**src/rtl/gs_host_master.sv**
```systemverilog
// Host-side initiator for the General Sound mailbox ports #B3/#BB: turns single-beat
// commands into Z80-style I/O bus cycles, optionally polling GS status first.
module gs_host_master #(
  parameter int          T_SETUP  = 2,
  parameter int          T_STROBE = 6,
  parameter int          T_HOLD   = 2,
  parameter int          POLL_MAX = 4096,
  parameter logic [7:0]  ADDR_HI  = 8'h00
) (
  input  logic        clk32,
  input  logic        rst,
  input  logic        cmd_valid,
  output logic        cmd_ready,
  input  logic [1:0]  cmd_op,
  input  logic        cmd_poll,
  input  logic [7:0]  cmd_wdata,
  output logic        rsp_valid,
  output logic [7:0]  rsp_rdata,
  output logic        rsp_timeout,
  output logic [15:0] a,
  output logic [7:0]  d_out,
  output logic        d_oe,
  input  logic [7:0]  d_in,
  output logic        n_iorq,
  output logic        n_rd,
  output logic        n_wr,
  output logic        n_m1
);

  localparam int T_MAX = (T_SETUP > T_STROBE) ? ((T_SETUP > T_HOLD) ? T_SETUP : T_HOLD)
                                              : ((T_STROBE > T_HOLD) ? T_STROBE : T_HOLD);
  localparam int CNT_W = $clog2(T_MAX + 1);
  localparam int PW    = $clog2(POLL_MAX + 1);

  typedef enum logic [3:0] {
    S_IDLE,
    S_P_SETUP,
    S_P_STROBE,
    S_P_HOLD,
    S_P_CHECK,
    S_SETUP,
    S_STROBE,
    S_HOLD,
    S_DONE
  } state_t;

  state_t            state, state_d;
  logic [CNT_W-1:0]  cnt;
  logic [PW-1:0]     poll_cnt;
  logic [1:0]        op_q;
  logic [1:0]        op_eff;
  logic [7:0]        st_q;
  logic [7:0]        rdata_q;
  logic              timeout_q;
  logic [15:0]       a_q;
  logic [7:0]        d_out_q;
  logic              poll_met;
  logic              poll_last;
  logic              cnt_zero;
  logic              is_write;

  // Each timed phase loads its length minus one and advances when the counter hits zero.
  function automatic logic [CNT_W-1:0] dur(input state_t s);
    case (s)
      S_P_SETUP,  S_SETUP:  dur = CNT_W'(T_SETUP - 1);
      S_P_STROBE, S_STROBE: dur = CNT_W'(T_STROBE - 1);
      S_P_HOLD,   S_HOLD:   dur = CNT_W'(T_HOLD - 1);
      default:              dur = '0;
    endcase
  endfunction

  assign cnt_zero  = (cnt == '0);
  assign is_write  = ~op_q[1];
  assign op_eff    = (state == S_IDLE) ? cmd_op : op_q;
  assign poll_last = (poll_cnt == PW'(POLL_MAX - 1));

  always_comb begin
    poll_met = 1'b1;
    case (op_q)
      2'd0:    poll_met = ~st_q[7];
      2'd1:    poll_met = ~st_q[0];
      2'd2:    poll_met =  st_q[7];
      default: poll_met = 1'b1;
    endcase
  end

  // NOTE: every combinational output gets a default before the case so no path can infer a latch.
  always_comb begin
    state_d = state;
    case (state)
      S_IDLE:     if (cmd_valid) state_d = (cmd_poll && cmd_op != 2'd3) ? S_P_SETUP : S_SETUP;
      S_P_SETUP:  if (cnt_zero) state_d = S_P_STROBE;
      S_P_STROBE: if (cnt_zero) state_d = S_P_HOLD;
      S_P_HOLD:   if (cnt_zero) state_d = S_P_CHECK;
      S_P_CHECK: begin
        if (poll_met)       state_d = S_SETUP;
        else if (poll_last) state_d = S_DONE;
        else                state_d = S_P_SETUP;
      end
      S_SETUP:    if (cnt_zero) state_d = S_STROBE;
      S_STROBE:   if (cnt_zero) state_d = S_HOLD;
      S_HOLD:     if (cnt_zero) state_d = S_DONE;
      S_DONE:     state_d = S_IDLE;
      default:    state_d = S_IDLE;
    endcase
  end

  // NOTE: sequential state uses non-blocking assignments so every register samples pre-edge values.
  always_ff @(posedge clk32 or posedge rst) begin
    if (rst) begin
      state     <= S_IDLE;
      cnt       <= '0;
      poll_cnt  <= '0;
      op_q      <= 2'd0;
      st_q      <= 8'h00;
      rdata_q   <= 8'h00;
      timeout_q <= 1'b0;
      a_q       <= 16'h0000;
      d_out_q   <= 8'h00;
    end else begin
      state <= state_d;

      if (state_d != state) cnt <= dur(state_d);
      else if (!cnt_zero)   cnt <= cnt - CNT_W'(1);

      if (state == S_IDLE && cmd_valid) begin
        op_q      <= cmd_op;
        poll_cnt  <= '0;
        timeout_q <= 1'b0;
        if (!cmd_op[1]) d_out_q <= cmd_wdata;
      end

      // Address is latched on entry to a bus cycle and held until the next one starts.
      if (state_d == S_P_SETUP && state != S_P_SETUP)
        a_q <= {ADDR_HI, 8'hBB};
      else if (state_d == S_SETUP && state != S_SETUP)
        a_q <= {ADDR_HI, op_eff[0] ? 8'hBB : 8'hB3};

      if (state == S_P_STROBE && cnt_zero) st_q <= d_in;
      if (state == S_STROBE && cnt_zero && op_q[1]) rdata_q <= d_in;

      if (state == S_P_CHECK && !poll_met) begin
        if (poll_last) begin
          timeout_q <= 1'b1;
          rdata_q   <= st_q;
        end else begin
          poll_cnt <= poll_cnt + PW'(1);
        end
      end
    end
  end

  // Strobes decode straight from the state register so reset releases them asynchronously.
  assign cmd_ready   = (state == S_IDLE);
  assign rsp_valid   = (state == S_DONE);
  assign rsp_timeout = (state == S_DONE) && timeout_q;
  assign rsp_rdata   = rdata_q;
  assign a           = a_q;
  assign d_out       = d_out_q;
  assign d_oe        = is_write && (state == S_SETUP || state == S_STROBE || state == S_HOLD);
  assign n_iorq      = ~(state == S_STROBE || state == S_P_STROBE);
  assign n_rd        = ~(state == S_P_STROBE || (state == S_STROBE && op_q[1]));
  assign n_wr        = ~(state == S_STROBE && is_write);
  assign n_m1        = 1'b1;

endmodule

```
**config.mk**
```make
export PLATFORM = sky130hd
export DESIGN_NAME = gs_host_master
export DESIGN_NICKNAME = d
export VERILOG_FILES = /design/src/rtl/gs_host_master.sv
export SDC_FILE = /design/constraint.sdc
export NUM_CORES = 1
export LEC_CHECK = 0
export CAP_MARGIN = 20
export CORE_UTILIZATION = 54
export CTS_CLUSTER_SIZE = 40
export DETAILED_ROUTE_END_ITERATION = 7
export PLACE_DENSITY = 0.87
export REMOVE_ABC_BUFFERS = 1
export SETUP_SLACK_MARGIN = 0.3
export SLEW_MARGIN = 20
export SYNTH_ARGS = -nofsm -noshare
export SYNTH_HDL_FRONTEND = slang
export SYNTH_SLANG_ARGS = --single-unit
```
**constraint.sdc**
```tcl
create_clock -name clk32 -period 6.34 [get_ports clk32]
set_clock_uncertainty 0.05 [all_clocks]
set_input_delay 0.634 -clock clk32 [delete_from_list [all_inputs] [get_ports clk32]]
set_output_delay 0.634 -clock clk32 [all_outputs]
set_load 0.05 [all_outputs]
```
After elaboration in Yosys (flattened, before gate mapping)
Cells that the tools add are included.

Register bits: 63. Input port bits: 22. Output and inout bits: 40. Word-level logic and storage cells: 92.

Add/sub/neg operators: 2. Equal/unequal tests: 22. Muxes and demuxes: 28. Bitwise operators: 7. Reductions and logical operators: 24.

Operator list (count): $mux 4 (10); $mux 13 (3); $mux 16 (2); $pmux 4 s8 (1); $eq 4x3->1 const B (7); $mux 8 (3); $eq 4x2->1 const B (4); $add 13x1->13 const B (1); $eq 13x12->1 const B (1); $logic_and 1x1->1 (12); $mux 3 (3); $eq 4x1->1 const B (2); $not 1->1 (7); $pmux 3 s2 (1); $eq 4x4->1 const B (1); $logic_not 4->1 (1); $logic_or 1x1->1 (4); $mux 1 (4); $ne 4x1->1 const B (1); $ne 4x3->1 const B (1); $ne 4x4->1 (1); $reduce_or 4->1 (1); $logic_not 3->1 (1); $pmux 1 s3 (1); other kinds (10) (10).

Logic depth before layout (Yosys ltp)
Gate-level depths: netlist (run 1).

Depth after elaboration: 9. Gate-level depth with buffers: 9. Depth with buffers taken out: 8.

Worst setup path before layout (run 1)
Ideal clock, no wire load.

Kind: register -> output. Start point: register state[0]. End point: output port rsp_timeout. Data arrival time: 2888 ps. Data required time: 5656 ps. Slack: 2768 ps. Stages on the path, launching flop included: 5. Buffers on the path: 2. Cell sequence: dfrtp_1 buf_2 buf_1 nor4_1 and2_1.

Word-level cells in the longest chain between the ends: 2.

RTL lines: from (decl) (line 47) `state_t state, state_d;`; from (signal assigned) (line 121) `state <= state_d;`; $eq 4x4->1; named net rsp_valid (line 17) `output logic rsp_valid,`; $logic_and 1x1->1 (line 156) `assign rsp_timeout = (state == S_DONE) && timeout_q;`; to (decl) (line 19) `output logic rsp_timeout,`.

The timed path passes the listed nets, and every way through them passes these cells.

Worst setup path in the final report (run 1)
Start point: register state[1]. End point: output port n_wr.

Word-level cells in the longest chain between the ends: 3.

RTL lines: $eq 4x3->1 (line 163) `assign n_wr = ~(state == S_STROBE && is_write);`; $logic_and 1x1->1 (line 163); $not 1->1 (line 163); to (decl) (line 26) `output logic n_wr,`.

Every way passes these cells.

==> results of run 1 <==
metal layers:
| metal | vias up | wire length [µm] | GRT usage (%) |
|---|---|---|---|
| met4 | 0 | 87 | 6.32 |
| li1 | 944 | - | - |
| met2 | 50 | 2580 | 36.2 |
| met1 | 920 | 2210 | 28.4 |
| met5 | - | 0 | 0 |
| met3 | 12 | 209 | 5.20 |
cell type report:
type                            count  area share, %
Timing Repair Buffer               50           15.8
Tap cell                           52           2.06
Multi-Input combinational cell    184           39.0
Clock buffer                        5           2.17
Clock inverter                      3           1.50
Inverter                            6          0.751
Sequential cell                    49           38.7
cells by family (layout without fill, tap and decap cells):
group	after synthesis	count (layout)	synth area share, %
AND/OR/NAND/NOR	93	93	19.3
XOR/XNOR	5	5	1.68
multiplexers	37	37	15.2
other	2	11	0.288
AO/OA/AOI/OAI	35	35	8.12
adder cells (fa/ha/maj)	3	3	1.44
buffers and inverters	32	64	6.87
flip-flops	49	49	47.1
worst min-delay path by stage:
stage	startpoint	to	slack [ps]
after floorplan	timeout_q	timeout_q	390
after global placement	poll_cnt[9]	poll_cnt[9]	410
after detailed placement	poll_cnt[9]	poll_cnt[9]	430
after CTS	poll_cnt[9]	poll_cnt[9]	440
after global routing	poll_cnt[9]	poll_cnt[9]	450
final	poll_cnt[9]	poll_cnt[9]	450
sequential cells by signal, summed over array words and instances (netlist names):
register	cells
poll_cnt	13
d_out	8
rsp_rdata	8
st_q	8
state	4
cnt	3
a	2
op_q	2
timeout_q	1
through the flow:
step | total power, mW | util [%] | instances
finish | 1.51 | 70.3 | 349
global route | 1.60 | 70.3 | 349
CTS | 1.52 | 70.3 | 349
detailed placement | 1.28 | 67.7 | 341
global placement | 1.26 | 67.7 | 341
floorplan | 1.06 | - | 239
power breakdown:
group	switching, mW	internal, mW	leakage, nW
Combinational	0.448	0.293	0.705
Sequential	0.116	0.428	0.587
Clock	0.108	0.120	0.0591
Total	0.672	0.841	1.35
cell usage in the layout (no fill, tap or decap), drive strengths merged, types with 10 or more instances in the layout:
cell type | Yosys | layout
a21oi | 15 | 15
nand3 | 10 | 10
conb | 2 | 11
mux2i | 16 | 16
o21ai | 10 | 10
mux2 | 21 | 21
nand2 | 26 | 26
dfrtp | 49 | 49
nor2 | 18 | 18
clkdlybuf4s50 | 0 | 50
==> results.py, run 1 <==
metrics = {
    "outcome": {
        "status": "completed",
    },
    "timing": {
        "holdWs_ps": 445,
        "rsz0062_at_grt": "false",
        "setup_violations": 0,
        "finalSetupTns_ps": 0,
        "slew_violations": 0,
        "finalHoldViolCount": 0,
        "finalCritPeriodShare_pct": 48.8,
        "min_period_ps": 3090,
        "layout_setup_ws_ps": 3250,
        "relSlewSlack_pct": 44.8,
        "timing.fmax_mhz": 323,
        "worstMarginPinSlew_ps": 824,
    },
    "drt": {
        "via_count": 1926,
        "drtPass1Iterations": 4,
        "ant_nets": 0,
        "routed_wl_um": 5080,
        "drc": 0,
        "drt_iter0_drc": 114,
        "wl_per_cell_um": 14.6,
        "via_per_inst": 5.52,
    },
    "setup_path": {
        "r2r_start": "poll_cnt[0]",
        "regToRegSetupSlack_ps": 3490,
        "r2r_cells": 7,
        "start_kind": "flop",
        "cp-startpoint": "state[1]",
        "slowest_delay_ps": 700,
        "cp-endpoint": "n_wr",
        "arrival_ps": 2410,
        "slowest_stage": "clkdlybuf4s50_1",
        "required_ps": 5660,
        "r2r-end": "a[3]",
        "cpLargestDelayFamily": "buffers and inverters",
        "cp_num_buf_inv": 2,
        "worstSetupPathType": "reg2out",
        "crit_cells": 4,
        "cp-end-kind": "output pin",
        "path_cells": "nor3b_1, inv_1, or2_2, clkdlybuf4s50_1",
        "critical_path_peak_fanout": 16,
    },
    "cts": {
        "ctsRootBufferMaster": "clkbuf_8",
        "cts_tree": "yes",
        "cts_buffers": 5,
        "cts.sinks": 49,
        "post_cts_buffers": 0,
        "clk_pin_slew_ps": 90,
        "clk-insertion-delay-late_ps": 300,
        "cts_resized": 0,
        "cts_buffer_depth": 2,
        "holdBufCountCts": 0,
        "cts-htree-levels": 2,
    },
    "min_path": {
        "whs_path_depth": 1,
        "hold_path.class": "reg2reg",
    },
    "layout": {
        "nets": 321,
        "final_area_um2": 3170,
        "antenna_cells": 0,
        "drive_gt1_share_pct": 13.5,
        "area.growth.synth_to_final_pct": 21.5,
        "multiInputGateArea_um2": 1230,
        "fillers": 310,
        "final-seq-area_um2": 1230,
    },
    "floorplanning": {
        "rows": 24,
        "ioPinCount": 62,
        "die_w_um": 71.5,
        "start_util_pct": 57.8,
        "core_area_um2": 4500,
        "die_h_um": 71.5,
        "die_area_um2": 5110,
    },
    "run": {
        "maxCapViolations": 0,
    },
    "power_and_ir_drop": {
        "p_per_area_nw_per_um2": 478,
        "ir_worst_vdd_uv": 309,
        "power.leakage_nw": 1.35,
    },
    "global_routing": {
        "grt_pass1_vias": 1874,
        "grt_max_degree": 50,
        "overflow": 0,
        "gr-usage-all-layers_pct": 21.7,
        "antenna_found_initial": 0,
        "grt_pass1_wl_um": 8740,
    },
    "yosys": {
        "syn_area_um2": 2600,
        "synth_top_area_share_pct": 47.1,
        "avgSynthCellArea_um2": 10.2,
        "netlist_instances": 256,
        "ys_ff_latch": 49,
        "synth_edf_count": 0,
        "yosysTopAreaCell": "dfrtp_1",
        "async_reset_ff_share_pct": 100,
        "ys.flop_type": "dfrtp_1",
        "yosysSeqAreaShare_pct": 47.1,
        "synth_warnings": 0,
        "synth_top_cells_by_area": "dfrtp_1 (47%), mux2_2 (9.1%), mux2i_1 (6.1%)",
        "yosysMostFrequentCell": "dfrtp_1",
        "yosysUniqueCellTypes": 41,
        "synth_common_cells": "dfrtp_1 (49), nand2_1 (26), mux2_2 (21)",
    },
    "placed_design": {
        "place.detailed.hpwl_um": 3590,
        "pre_cts_slack_ps": 3540,
        "place.gp.congestion": 0.791,
        "port_buffers": 50,
        "placed_cell_area_um2": 3050,
    },
}
(Power assumes the default switching activity.)
==> run 2, diff against run 1 <==
--- a/config.mk
+++ b/config.mk
@@ -6,10 +6,10 @@
 export NUM_CORES = 1
 export LEC_CHECK = 0
 export CAP_MARGIN = 20
-export CORE_UTILIZATION = 54
+export CORE_UTILIZATION = 45
 export CTS_CLUSTER_SIZE = 40
 export DETAILED_ROUTE_END_ITERATION = 7
-export PLACE_DENSITY = 0.87
+export PLACE_DENSITY = 0.77
 export REMOVE_ABC_BUFFERS = 1
 export SETUP_SLACK_MARGIN = 0.3
 export SLEW_MARGIN = 20
==> constraint.sdc (replaced) <==
create_clock -name clk32 -period 2.5 [get_ports clk32]
set_clock_uncertainty 0.05 [all_clocks]
set_input_delay 0.25 -clock clk32 [delete_from_list [all_inputs] [get_ports clk32]]
set_output_delay 0.25 -clock clk32 [all_outputs]
set_load 0.05 [all_outputs]
==> run 2 against run 1 <==
Setup slack lost 2900 ps. Die area up 19%. Combinational power rose to 2.7 times the previous value. Critical endpoint is now cnt[1]. Largest cell class unchanged.
==> results.py, run 2 (synthesis gave the netlist of run 1 again) <==
metrics = {
    "cts": {
        "cts-htree-levels": 2,
        "ctsRootBufferMaster": "clkbuf_8",
        "clk-insertion-delay-late_ps": 300,
        "cts_buffers": 5,
        "holdBufCountCts": 0,
        "clk_pin_slew_ps": 90,
        "cts.sinks": 49,
        "cts_buffer_depth": 2,
        "cts_tree": "yes",
    },
    "timing": {
        "relSlewSlack_pct": 60.0,
        "setup_violations": 0,
        "timing.fmax_mhz": 472,
        "min_period_ps": 2120,
        "finalHoldViolCount": 0,
        "finalCritPeriodShare_pct": 84.7,
        "slew_violations": 0,
        "worstMarginPinSlew_ps": 599,
        "rsz0062_at_grt": "true",
    },
    "layout": {
        "drive_gt1_share_pct": 21.6,
        "antenna_cells": 0,
        "nets": 331,
        "largest_register_ff_count": 13,
        "area.growth.synth_to_final_pct": 26.9,
        "layoutNonFillerInstCount": 378,
        "final_common_cell": "dfrtp_1",
        "largest-register": "poll_cnt",
        "final_cell_mix": "dfrtp_1 (44), clkdlybuf4s50_1 (43), nand2_1 (26)",
    },
    "drt": {
        "via_per_inst": 5.18,
        "drtPass1Iterations": 4,
        "routed_wl_um": 5310,
        "wl_per_cell_um": 14.0,
        "via_count": 1957,
        "drc": 0,
        "drt_iter0_drc": 144,
        "ant_nets": 0,
    },
    "setup_path": {
        "worstSetupPathType": "reg2reg",
        "r2r_start": "cnt[0]",
        "cp-startpoint": "cnt[0]",
        "r2r-end": "cnt[1]",
        "arrival_ps": 2300,
        "required_ps": 2690,
        "critical_path_peak_fanout": 4,
        "regToRegSetupSlack_ps": 380,
        "r2r_cells": 8,
        "cp-endpoint": "cnt[1]",
        "start_kind": "flop",
        "cp-end-kind": "flop",
    },
    "run": {
        "maxCapViolations": 0,
    },
    "power_and_ir_drop": {
        "p_seq_share_pct": 36.4,
        "p_int_mw": 2.08,
        "p_per_area_nw_per_um2": 1150,
        "swShare_pct": 45.3,
        "total_power_mw": 3.80,
        "clkPwrFrac_pct": 11.8,
        "ir_worst_vdd_uv": 752,
        "power.leakage_nw": 1.41,
        "switchingPower_mw": 1.72,
        "comb_power_share_pct": 51.8,
    },
    "global_routing": {
        "antenna_found_initial": 0,
        "grt_pass1_wl_um": 8750,
        "overflow": 0,
        "grt_max_degree": 29,
        "gr-usage-all-layers_pct": 18.3,
        "grt_pass1_vias": 1970,
    },
    "floorplanning": {
        "start_util_pct": 47.0,
        "die_h_um": 78.1,
        "core_area_um2": 5540,
        "ioPinCount": 62,
        "die_w_um": 78.1,
        "die_area_um2": 6100,
        "rows": 27,
    },
    "placed_design": {
        "place.detailed.hpwl_um": 3670,
        "place.gp.congestion": 0.858,
        "port_buffers": 50,
        "dp_cells": 369,
    },
    "min_path": {
        "hold_path.class": "in2async",
    },
    "outcome": {
        "status": "completed",
    },
}
run 2: cell count changes in the layout (fill, tap and decap cells not counted), moves of 2 or more:
cell / before / now
clkdlybuf4s50_1: 50 / 43
ha_2: 0 / 2
buf_4: 0 / 12
ha_1: 3 / 1
dfrtp_1: 49 / 44
dfrtp_2: 0 / 5
inv_6: 2 / 0
dlygate4sd2_1: 0 / 4
run 2: worst min-delay path by stage:
stage | slack, ps | end | depth (start not counted) | start
after floorplan | 350 | d_out[0] | 1 | cmd_wdata[0]
after global placement | 410 | poll_cnt[9] | 1 | poll_cnt[9]
after detailed placement | 420 | poll_cnt[9] | 1 | poll_cnt[9]
after CTS | 300 | d_out[2] | 2 | rst
after global routing | 350 | d_out[2] | 2 | rst
final | 280 | d_out[2] | 2 | rst
run 2: power groups by stage:
| stage | combinational, mW | sequential (mW) | clock (mW) |
|---|---|---|---|
| 6_report | 1.97 | 1.39 | 0.447 |
| 5_1_grt | 2.10 | 1.43 | 0.497 |
| 4_1_cts | 1.93 | 1.37 | 0.461 |
| 3_5_place_dp | 1.89 | 1.38 | 0 |
| 3_3_place_gp | 1.86 | 1.37 | 0 |
| 2_1_floorplan | 0.918 | 1.77 | 0 |
run 2: repair_timing:
action                                  CTS  global route
pin swaps                                 3             3
buffers inserted                          1             1
gates resized for setup                  11            11
endpoints found under the setup margin    7            20
run 2: critical path, cell delays in order (launching register included):
cell	delay, ps
dfrtp_1	380
inv_1	70
ha_2	210
nor2b_2	170
nand3b_1	130
a31oi_4	120
or3_4	400
a221oi_4	350
and3_1	190
run 2: cell type report:
| type | instances | area, µm² |
|---|---|---|
| Multi-Input combinational cell | 184 | 1310 |
| Tap cell | 72 | 90.1 |
| Clock inverter | 1 | 8.76 |
| Sequential cell | 49 | 1230 |
| Timing Repair Buffer | 60 | 576 |
| Clock buffer | 6 | 72.6 |
| Inverter | 6 | 22.5 |
| Fill cell | 487 | 2230 |
run 2: metrics by stage:
stage / setup slack (ps) / hold WS (ps) / area [µm²] / util, % / TNS (ps)
after floorplan: -548 / 351 / 2480 / - / -801
after global placement: 310 / 412 / 3140 / 56.6 / 0
after detailed placement: 281 / 419 / 3140 / 56.6 / 0
after CTS: 311 / 295 / 3250 / 58.7 / 0
after global routing: 297 / 348 / 3310 / 59.7 / 0
final: 382 / 277 / 3310 / 59.7 / 0
run 2: per-layer routing:
layer	vias up	wire [µm]	track usage, %
li1	958	-	-
met1	913	2390	22.9
met2	73	2500	29.8
met3	13	271	3.72
met4	0	152	9.44
met5	-	0	0
==> run 3, diff against run 2 <==
--- a/config.mk
+++ b/config.mk
@@ -6,10 +6,10 @@
 export NUM_CORES = 1
 export LEC_CHECK = 0
 export CAP_MARGIN = 20
-export CORE_UTILIZATION = 45
+export CORE_UTILIZATION = 50
 export CTS_CLUSTER_SIZE = 40
 export DETAILED_ROUTE_END_ITERATION = 7
-export PLACE_DENSITY = 0.77
+export PLACE_DENSITY = 0.81
 export REMOVE_ABC_BUFFERS = 1
 export SETUP_SLACK_MARGIN = 0.3
 export SLEW_MARGIN = 20
==> constraint.sdc (replaced) <==
create_clock -name clk32 -period 2.08 [get_ports clk32]
set_clock_uncertainty 0.05 [all_clocks]
set_input_delay 0.208 -clock clk32 [delete_from_list [all_inputs] [get_ports clk32]]
set_output_delay 0.208 -clock clk32 [all_outputs]
set_load 0.05 [all_outputs]
==> run 3 against run 2 <==
Via count increased by 10%. Cell area increased by 10%. Combinational power increased by 46%. Setup slack got worse by 340 ps. Final cell count increased by 5.6%. Critical path depth decreased by 3. Sequential share of layout area decreased by 3.5 points. Die area decreased by 9.8%. First-iteration DRC count increased by 1.4%. Count of clock-buffer cells in the layout decreased by 1. Global-route usage increased by 4.7 points. Sequential cell count unchanged. Largest cell class unchanged.
==> results.py, run 3 (synthesis gave the netlist of run 1 again) <==
metrics = {
    "power_and_ir_drop": {
        "ir_worst_vdd_uv": 884,
        "swShare_pct": 43.0,
        "total_power_mw": 5.25,
        "p_int_mw": 2.99,
        "comb_power_share_pct": 54.9,
        "p_seq_share_pct": 29.7,
        "clkPwrFrac_pct": 15.4,
        "p_per_area_nw_per_um2": 1440,
        "switchingPower_mw": 2.26,
        "power.leakage_nw": 1.58,
    },
    "timing": {
        "timing.fmax_mhz": 491,
        "setup_violations": 0,
        "finalHoldViolCount": 0,
        "holdWs_ps": 201,
        "layout_setup_ws_ps": 41.4,
        "finalCritPeriodShare_pct": 98.0,
        "rsz0062_at_grt": "true",
        "min_period_ps": 2040,
        "finalSetupTns_ps": 0,
        "worstMarginPinSlew_ps": 509,
        "relSlewSlack_pct": 66.0,
        "slew_violations": 0,
    },
    "floorplanning": {
        "rows": 25,
        "start_util_pct": 53.4,
        "die_area_um2": 5500,
        "die_w_um": 74.2,
        "core_area_um2": 4880,
        "ioPinCount": 62,
        "die_h_um": 74.2,
    },
    "global_routing": {
        "grt_pass1_wl_um": 9430,
        "grt_max_degree": 50,
        "grt_pass1_vias": 2099,
        "gr-usage-all-layers_pct": 23.0,
        "overflow": 0,
        "antenna_found_initial": 0,
    },
    "drt": {
        "wl_per_cell_um": 15.1,
        "drtPass1Iterations": 5,
        "ant_nets": 0,
        "via_per_inst": 5.40,
        "via_count": 2154,
        "drc": 0,
        "routed_wl_um": 6030,
        "drt_iter0_drc": 146,
    },
    "cts": {
        "clk-insertion-delay-late_ps": 300,
        "clk_pin_slew_ps": 100,
        "cts-htree-levels": 2,
        "cts_buffer_depth": 2,
        "holdBufCountCts": 0,
        "cts.sinks": 49,
        "ctsRootBufferMaster": "clkbuf_8",
        "cts_buffers": 5,
        "cts_tree": "yes",
    },
    "placed_design": {
        "placed_cell_area_um2": 3310,
        "place.gp.congestion": 0.887,
        "port_buffers": 50,
        "place.detailed.hpwl_um": 3980,
        "dp_cells": 383,
        "pre_cts_slack_ps": -57.5,
    },
    "setup_path": {
        "critical_path_peak_fanout": 12,
        "cp-end-kind": "output pin",
        "start_kind": "flop",
        "r2r_start": "poll_cnt[1]",
        "regToRegSetupSlack_ps": 50,
        "required_ps": 1820,
        "r2r-end": "cnt[1]",
        "worstSetupPathType": "reg2out",
        "cp-startpoint": "state[0]",
        "r2r_cells": 8,
        "arrival_ps": 1780,
    },
    "layout": {
        "nets": 356,
        "final_cell_mix": "dfrtp_1 (47), clkdlybuf4s50_1 (37), buf_4 (36)",
        "largest_register_ff_count": 13,
        "area.growth.synth_to_final_pct": 39.9,
        "largest-register": "poll_cnt",
        "final_core_util_pct": 74.7,
        "drive_gt1_share_pct": 31.9,
        "final_common_cell": "dfrtp_1",
        "layoutNonFillerInstCount": 399,
        "antenna_cells": 0,
        "final_area_um2": 3640,
        "fillers": 347,
    },
    "min_path": {
        "hold_path.class": "in2async",
    },
    "run": {
        "maxCapViolations": 0,
    },
    "outcome": {
        "status": "completed",
    },
}
run 3: changes by cell type in the layout (fill, tap and decap cells not counted), moves of 3 or more:
cell,change
dfrtp_1,+3
buf_4,+24
dfrtp_2,-3
buf_12,+4
clkdlybuf4s50_1,-6
run 3: layer usage:
layer	wire length [µm]	global-route usage, %
met3	285	4.34
met2	3140	39.9
met4	155	11.3
met5	0	0
met1	2450	27.4
run 3: worst max-delay path by stage:
stage	end	slack [ps]
3_3_place_gp	cnt[1]	70
5_1_grt	cnt[1]	-80
6_report	n_wr	40
2_1_floorplan	rsp_timeout	-930
4_1_cts	cnt[1]	50
3_5_place_dp	cnt[1]	-60
run 3: repair_timing:
action,4_1_cts,5_1_grt
gates cloned,0,0
pin swaps,4,5
gates resized for setup,22,17
buffers inserted,7,1
setup endpoints to repair,51,48
run 3: area by class of cell:
| class | count | area [µm²] | area share [%] |
|---|---|---|---|
| clock buffers | 5 | 68.8 | 1.89 |
| clock inverters | 3 | 65.1 | 1.79 |
| inverters | 6 | 22.5 | 0.618 |
| multi-input cells | 184 | 1370 | 37.6 |
| flip-flops and latches | 49 | 1230 | 33.7 |
| well taps | 67 | 83.8 | 2.30 |
| repair buffers | 85 | 805 | 22.1 |
run 3: power by group through the flow:
stage | logic, mW | clock network [mW] | registers [mW]
after floorplan | 1.10 | 0 | 2.13
after global placement | 2.51 | 0 | 1.55
after detailed placement | 2.56 | 0 | 1.57
after CTS | 2.69 | 0.809 | 1.55
after global routing | 3.05 | 0.845 | 1.60
final | 2.88 | 0.806 | 1.56
run 3: worst max-delay path: stages, from the launching register on:
cell and delay, ps:
dfrtp_2 470, buf_4 210, nor3b_4 210, inv_1 100
or2_2 290, buf_4 190
